**src/rtl/uart_pkg.sv**
```systemverilog
// Shared types and constants for the 34-bit UART frame transmitter.
package uart_pkg;

  localparam int unsigned FRAME_BITS           = 34;
  localparam int unsigned DEFAULT_CLKS_PER_BIT = 434;

  typedef enum logic [1:0] {
    IDLE,
    START,
    DATA,
    STOP
  } state_e;

  typedef struct packed {
    logic [1:0]  ctrl;
    logic [31:0] data;
  } frame_t;

endpackage

```
**src/rtl/uart_frame_tx.sv**
```systemverilog
// Serializes {ctrl, data} LSB-first between a start and a stop bit, with a one-entry
// holding buffer so a queued frame follows the previous stop bit with no idle gap.
module uart_frame_tx
  import uart_pkg::*;
#(
  parameter int unsigned CLKS_PER_BIT = DEFAULT_CLKS_PER_BIT,
  parameter int unsigned DATA_W       = 32,
  parameter int unsigned CTRL_W       = 2
) (
  input  logic              CLK,
  input  logic              RST,
  input  logic              tx_valid,
  output logic              tx_ready,
  input  logic [DATA_W-1:0] tx_data,
  input  logic [CTRL_W-1:0] tx_ctrl,
  output logic              TX,
  output logic              tx_active,
  output logic              tx_done
);

  localparam int unsigned     CntW   = $clog2(CLKS_PER_BIT);
  localparam logic [CntW-1:0] CntMax = CntW'(CLKS_PER_BIT - 1);
  localparam logic [5:0]      IdxMax = 6'(FRAME_BITS - 1);

  state_e          state_q, state_d;
  logic [CntW-1:0] cnt_q, cnt_d;
  logic [5:0]      idx_q, idx_d;
  frame_t          shift_q, shift_d;
  frame_t          buf_q, buf_d;
  logic            buf_full_q, buf_full_d;
  logic            tx_q, tx_d;
  logic            active_q, active_d;
  logic            done_q, done_d;
  logic            accept, bit_end, load_direct;
  frame_t          in_frame;

  assign in_frame  = '{ctrl: tx_ctrl, data: tx_data};
  assign tx_ready  = ~buf_full_q;
  assign accept    = tx_valid & ~buf_full_q;
  assign bit_end   = (cnt_q == CntMax);
  assign TX        = tx_q;
  assign tx_active = active_q;
  assign tx_done   = done_q;

  always_comb begin
    state_d     = state_q;
    cnt_d       = cnt_q;
    idx_d       = idx_q;
    shift_d     = shift_q;
    buf_d       = buf_q;
    buf_full_d  = buf_full_q;
    load_direct = 1'b0;

    if (state_q != IDLE) begin
      cnt_d = bit_end ? '0 : cnt_q + 1'b1;
    end

    unique case (state_q)
      IDLE: begin
        if (accept) begin
          state_d     = START;
          load_direct = 1'b1;
        end
      end
      START: begin
        if (bit_end) begin
          state_d = DATA;
          idx_d   = '0;
        end
      end
      DATA: begin
        if (bit_end) begin
          if (idx_q == IdxMax) begin
            state_d = STOP;
          end else begin
            idx_d   = idx_q + 1'b1;
            shift_d = frame_t'(shift_q >> 1);
          end
        end
      end
      STOP: begin
        if (bit_end) begin
          if (buf_full_q) begin
            state_d    = START;
            shift_d    = buf_q;
            buf_full_d = 1'b0;
          end else if (accept) begin
            // A word arriving on the final stop cycle bypasses the buffer.
            state_d     = START;
            load_direct = 1'b1;
          end else begin
            state_d = IDLE;
          end
        end
      end
      default: state_d = IDLE;
    endcase

    if (load_direct) begin
      shift_d = in_frame;
    end else if (accept) begin
      buf_d      = in_frame;
      buf_full_d = 1'b1;
    end

    // Outputs are registered from next state so they line up with the state they describe.
    unique case (state_d)
      START:   tx_d = 1'b0;
      DATA:    tx_d = shift_d[0];
      default: tx_d = 1'b1;
    endcase
    active_d = (state_d != IDLE);
    done_d   = (state_d == STOP) && (cnt_d == CntMax);
  end

  always_ff @(posedge CLK) begin
    if (RST) begin
      state_q    <= IDLE;
      cnt_q      <= '0;
      idx_q      <= '0;
      shift_q    <= '0;
      buf_q      <= '0;
      buf_full_q <= 1'b0;
      tx_q       <= 1'b1;
      active_q   <= 1'b0;
      done_q     <= 1'b0;
    end else begin
      state_q    <= state_d;
      cnt_q      <= cnt_d;
      idx_q      <= idx_d;
      shift_q    <= shift_d;
      buf_q      <= buf_d;
      buf_full_q <= buf_full_d;
      tx_q       <= tx_d;
      active_q   <= active_d;
      done_q     <= done_d;
    end
  end

endmodule

```
**config.mk**
```make
export PLATFORM = sky130hd
export DESIGN_NAME = uart_frame_tx
export DESIGN_NICKNAME = d
export VERILOG_FILES = /design/src/rtl/uart_pkg.sv /design/src/rtl/uart_frame_tx.sv
export SDC_FILE = /design/constraint.sdc
export NUM_CORES = 1
export LEC_CHECK = 0
export BUFFER_PORTS_ARGS = -buffer_cell sky130_fd_sc_hd__clkbuf_2
export CORE_MARGIN = 3
export CORE_UTILIZATION = 50
export DETAILED_ROUTE_END_ITERATION = 10
export PLACE_DENSITY_LB_ADDON = 0.08
export REMOVE_ABC_BUFFERS = 1
export SYNTH_ARGS = -nofsm -noshare
export SYNTH_HDL_FRONTEND = slang
export SYNTH_SLANG_ARGS = --single-unit
```
**constraint.sdc**
```tcl
create_clock -name CLK -period 2.9 [get_ports CLK]
set_clock_uncertainty 0.05 [all_clocks]
set_input_delay 0.145 -clock CLK [delete_from_list [all_inputs] [get_ports CLK]]
set_output_delay 0.145 -clock CLK [all_outputs]
set_load 0.05 [all_outputs]
```
* Word level (Yosys, flattened, before mapping)
Cells that the tools add are included.
Cells by class: add/subtract/negate cells 2, eq/ne operators 16, mux-type cells 29, bitwise gates (word level) 3, reductions and logical operators 9
Operators by type and width (count):
- $mux W34 | 5
- $pmux W34 S2 | 1
- $eq A9 B9 Y1 const B | 2
- $mux W6 | 3
- $mux W9 | 2
- $ne A3 B3 Y1 const B | 4
- $pmux W6 S2 | 1
- $mux W2 | 5
- $add A9 B1 Y9 const B | 1
- $mux W1 | 9
- $eq A2 B2 Y1 const B | 4
- $pmux W2 S4 | 1
- $add A6 B1 Y6 const B | 1
- $eq A6 B6 Y1 const B | 1
- $ne A2 B2 Y1 const B | 3
- $reduce_bool A2 Y1 | 3
- $reduce_and A5 Y1 | 1
- $eq A2 B1 Y1 const B | 2
- $pmux W1 S2 | 2
- $reduce_and A4 Y1 | 1
- $reduce_bool A3 Y1 | 1
- $logic_not A2 Y1 | 1
- $not A1 Y1 | 2
- $reduce_and A2 Y1 | 1
- other kinds (2) | 2
Storage, ports and cells: register bits 89, output and inout bits 4

* Logic depth before layout (Yosys ltp)
depth after elaboration 8, mapped depth 10, gate-level depth less buffers 8

* Worst setup path before layout
Ideal clock, no wire load.
path kind reg-to-reg, from reg cnt_q[0], to reg shift_q[10] (netlist bit), library setup time 128 ps, arrival time 1907 ps, data required time 2722 ps, path slack 815 ps, cell stages (with the launch flop) 10, buffers on the path 2, period minus slack after synthesis 2085 ps, cells stage by stage dfxtp_1 > ha_1 > nand4bb_1 > or2_1 > buf_6 > a211o_4 > buf_6 > a221o_1 > o21ai_0 > o21ai_1
On the way: word-level cells in the longest chain between the ends 5
Ends and longest elaborated chain:
- start, declared | line uart_frame_tx.sv:26 | logic [CntW-1:0] cnt_q, cnt_d;
- start signal, assigned | line uart_frame_tx.sv:129 | cnt_q <= cnt_d;
- $eq A9 B9 Y1 * | line uart_frame_tx.sv:40 | assign bit_end = (cnt_q == CntMax);
- $mux W1 | line uart_frame_tx.sv:82 | if (bit_end) begin
- $pmux W1 S2 | line uart_frame_tx.sv:58 | unique case (state_q)
- $ne A3 B3 Y1 (no source line) or $reduce_bool A3 Y1 (tied branches)
- $reduce_and A5 Y1 (no source line)
- end signal, assigned | line uart_frame_tx.sv:131 | shift_q <= shift_d;
- end, declared | line uart_frame_tx.sv:28 | frame_t shift_q, shift_d;
Mark *: on every way between the ends. The rest lies on a longest branch, timed or not. A chain may end at the register's enable or synchronous reset.

* Worst setup path after layout
from reg cnt_q[0], to reg done_q, in the netlist tx_done
On the way: word-level cells in the longest chain between the ends 5
Ends and longest elaborated chain:
- $add A9 B1 Y9 or $eq A9 B9 Y1 (tied branches) | line uart_frame_tx.sv:55, uart_frame_tx.sv:40
- $mux W9, or another cell as far along | line uart_frame_tx.sv:55 | cnt_d = bit_end ? '0 : cnt_q + 1'b1;
- $mux W9 or $pmux W2 S4 (tied branches) | line uart_frame_tx.sv:54, uart_frame_tx.sv:58
- $eq A9 B9 Y1 or $eq A2 B2 Y1 (tied branches) | line uart_frame_tx.sv:113 | done_d = (state_d == STOP) && (cnt_d == CntMax);
- $logic_and A1 B1 Y1 * | line uart_frame_tx.sv:113
- end signal, assigned | line uart_frame_tx.sv:136 | done_q <= done_d;
- end, declared | line uart_frame_tx.sv:33 | logic done_q, done_d;
Marks and branches as above.

==> results.toml <==
[run_status]
outcome = "complete, no violations"

[placed_design]
dp.final_hpwl_mm = 5.809
gpl.final_weighted_congestion = 0.7669
place.detailed.instances = 604
placement.io_buffers = 40

[clock_network]
cts-buffers-inserted = 9
tritoncts = "yes"
cts_post_setup_buffers_inserted = 0
cts.root.buffer_cell = "clkbuf_8"
clock_latency_ns = 0.36
clkSlewWorstSetupHoldPaths_ns = 0.08
cts_max_level = 3
num_clock_sinks = 89
cts.path.max_buffers = 2

[synth]
most_used_dff_post_synth = "dfxtp_1"
synth_edf_count = 0
synth_compound_gate_area_share_pct = 25.14
synthCells = 488
synth.ff_latch_count = 89
yosys.cell_types.count = 47
synth.cell_area_um2 = 3996
synth-adder-area-share_pct = 2.818
synth_top_family_by_area = "compound AO/OA/AOI/OAI gates"
asyncSetResetFlopFracSynth_pct = 0
syn-mean-instance-area_um2 = 8.189
number_of_synthesis_warnings = 0
synth_xor_xnor_area_share_pct = 2.630
synth_seq_area_share_pct = 44.58
yosys-mux-area-fraction_pct = 0.2505
synthSimpleGateAreaFrac_pct = 19.16

[finish]
area_delta_synth_final_pct = 19.38
finalCoreUtilization_pct = 63.73
fill_cells = 657
net_count_reported_at_finish = 595
num_antenna_cells = 0
mostFrequentLayoutCell = "nand2_1"
instances_no_fill = 653
most_frequent_cells_in_the_layout = "nand2_1 (112), dfxtp_1 (89), a21oi_1 (41)"
layout-drive-gt1-share_pct = 13.18

[pwr]
power_report.internal_total_mw = 1.882
combinationalPowerShare_pct = 14.3
cellPowerDensity_nw_per_um2 = 542.7
power_switching_share_pct = 27.31
total_switching_power_mw = 0.7072
part_of_the_power_in_the_clock_network_pct = 32.9
vdd.ir_drop.worst_mv = 0.3314
power_leakage_nw = 1.847
power.sequential.fraction_pct = 52.8

[critical_path]
critical_path.reg2reg.startpoint = "cnt_q[0]$_SDFF_PP0_"
worstSetupStartpointType = "register"
crit_path_max_fanout = 11
timing.critical_path.required_ns = 3.10
criticalPathCategory = "register to register"
worst-endpoint-arrival_ns = 2.63
worst_setup_startpoint = "cnt_q[0]$_SDFF_PP0_"
cp-end-kind = "register"

[hold_path]
holdCritPathClass = "input pin to register"
hold_path.startpoint = "tx_ctrl[1]"

[timing]
max_clock_freq_ghz = 0.4117
tightest_slew_ns = 0.6145
worst_relative_slew_slack_pct = 58.72
post-route-min-period_ns = 2.429
whs_ns = 0.01370
timing_max_transition_violations_final = 0
setup_repair_after_global_routing_missed_its_margin = "false"
period_share_pct = 83.77
timing.setup.tns_ns = 0
report.final.hold_viol_count = 0
setup_viol = 0

[drt]
vias = 3628
route.detailed.drc = 0
first_drt_iteration_drcs = 252
vias_per_cell = 5.556
avgRoutedWirePerCell_um = 14.52
drtPass1Iterations = 5
final_antenna_net_count = 0
postRouteWirelength_mm = 9.480

[global_route]
gr-total-overflow = 0
global_route_wire_length_before_repair_mm = 16.28
number_of_global_route_vias_before_repair = 3501
antenna_violations_before_repair = 0
grt_use_total_pct = 22.47
grt_start_max_net_pins = 37

[floorplan]
initial_core_util_pct = 53.38
floorplan.die.height_um = 95.40
die_width_um = 95.40
die_area_um2 = 9101
core_region_area_um2 = 7486
placement_rows = 31
io_pins = 41

[job]
maxCapViolations = 0
[per-stage QoR]
stage / worst slack [ns] / area (µm²) / total power [mW]
2_1_floorplan: 0.2813 / 3821 / 1.593
4_1_cts: 0.4532 / 4771 / 2.615
3_5_place_dp: 0.4812 / 4245 / 1.729
3_3_place_gp: 0.5463 / 4245 / 1.721
6_report: 0.4708 / 4771 / 2.589
5_1_grt: 0.2644 / 4771 / 2.720
[area by class of cell]
type                    instances  area, µm²  share of cell area, %
repair buffers                 84      625.6                  13.11
multi-input cells             354       2003                  41.99
inverters                      11      41.29                 0.8655
well taps                      99      123.9                  2.596
clock buffers                  11      141.4                  2.964
clock inverters                 5      53.80                  1.128
flip-flops and latches         89       1782                  37.35
[per-layer routing]
metal  global-route usage [%]  routed length (µm)  vias to the layer above
met3                    4.104                 472                        8
met5                        0                   0                        -
met4                    6.635                  97                        0
met2                    38.02                4453                       93
met1                    29.24                4457                     1692
li1                         -                   -                     1835
[path summary, 6_finish.rpt]
check / slack (ns) / depth (start not counted) / endpoint
hold reg to reg: 0.41 / 2 / buf_q[16]$_SDFFE_PP0P_
hold / removal: 0.01 / 3 / buf_q[33]$_SDFFE_PP0P_
setup / recovery: 0.47 / 7 / tx_done$_SDFF_PP0_
setup reg to reg: 0.47 / 7 / tx_done$_SDFF_PP0_
[synth_stat cells, types with 2 or more instances]
cell	number	share of area (%)
a21oi_1	41	5.1
o21ai_0	36	4.5
nor2b_1	4	0.63
nand4_1	2	0.31
nor3_1	7	0.88
o211ai_1	2	0.38
nand2b_1	2	0.31
xor2_1	8	1.8
buf_2	8	1.0
ha_1	9	2.8
inv_1	11	1.0
nor2_1	25	2.3
clkbuf_1	19	1.8
buf_1	2	0.19
buf_6	5	1.4
a221o_1	32	8.0
and3_1	8	1.3
nand2_1	112	11
dfxtp_1	89	45
nand3_1	4	0.50
xnor2_1	4	0.88
o21ai_1	32	4.0
a31oi_1	2	0.31
[sequential cells by signal, indices dropped and copies added, names as in the netlist]
register and cells:
state_q 2, cnt_q 9, tx_done 1, shift_q 34
tx_active 1, buf_q 34, TX 1, idx_q 6
buf_full_q 1
[cell families (layout without fill, tap and decap cells)]
| logic type | count (synthesis) | count (layout) |
|---|---|---|
| DFF | 89 | 89 |
| and+or+nand+nor | 175 | 175 |
| muxes | 1 | 1 |
| AOI/OAI and AO/OA | 157 | 157 |
| adders and majority gates | 9 | 9 |
| buffers and inverters | 45 | 111 |
| xor gates and xnor gates | 12 | 12 |
[critical path, cell delays in order, from the launching register on]
cell       delay, ns
dfxtp_1         0.45
ha_1            0.19
nand4bb_1       0.15
or2_1           0.41
or4_1           0.52
o211ai_1        0.24
nor4_1          0.12
and3_1          0.20
[power by group through the flow]
stage	Sequential [mW]	Clock [mW]	Combinational, mW
3_5_place_dp	1.39	0	0.336
5_1_grt	1.38	0.927	0.417
2_1_floorplan	1.39	0	0.199
6_report	1.37	0.852	0.371
3_3_place_gp	1.39	0	0.329
4_1_cts	1.37	0.878	0.372
[what timing repair did]
action / 4_1_cts / 5_1_grt
hold endpoints to repair: 65 / 0
gates resized for setup: 0 / 0
hold buffers: 33 / 0
endpoints found under the setup margin: 0 / 0
(Power assumes the default switching activity.)
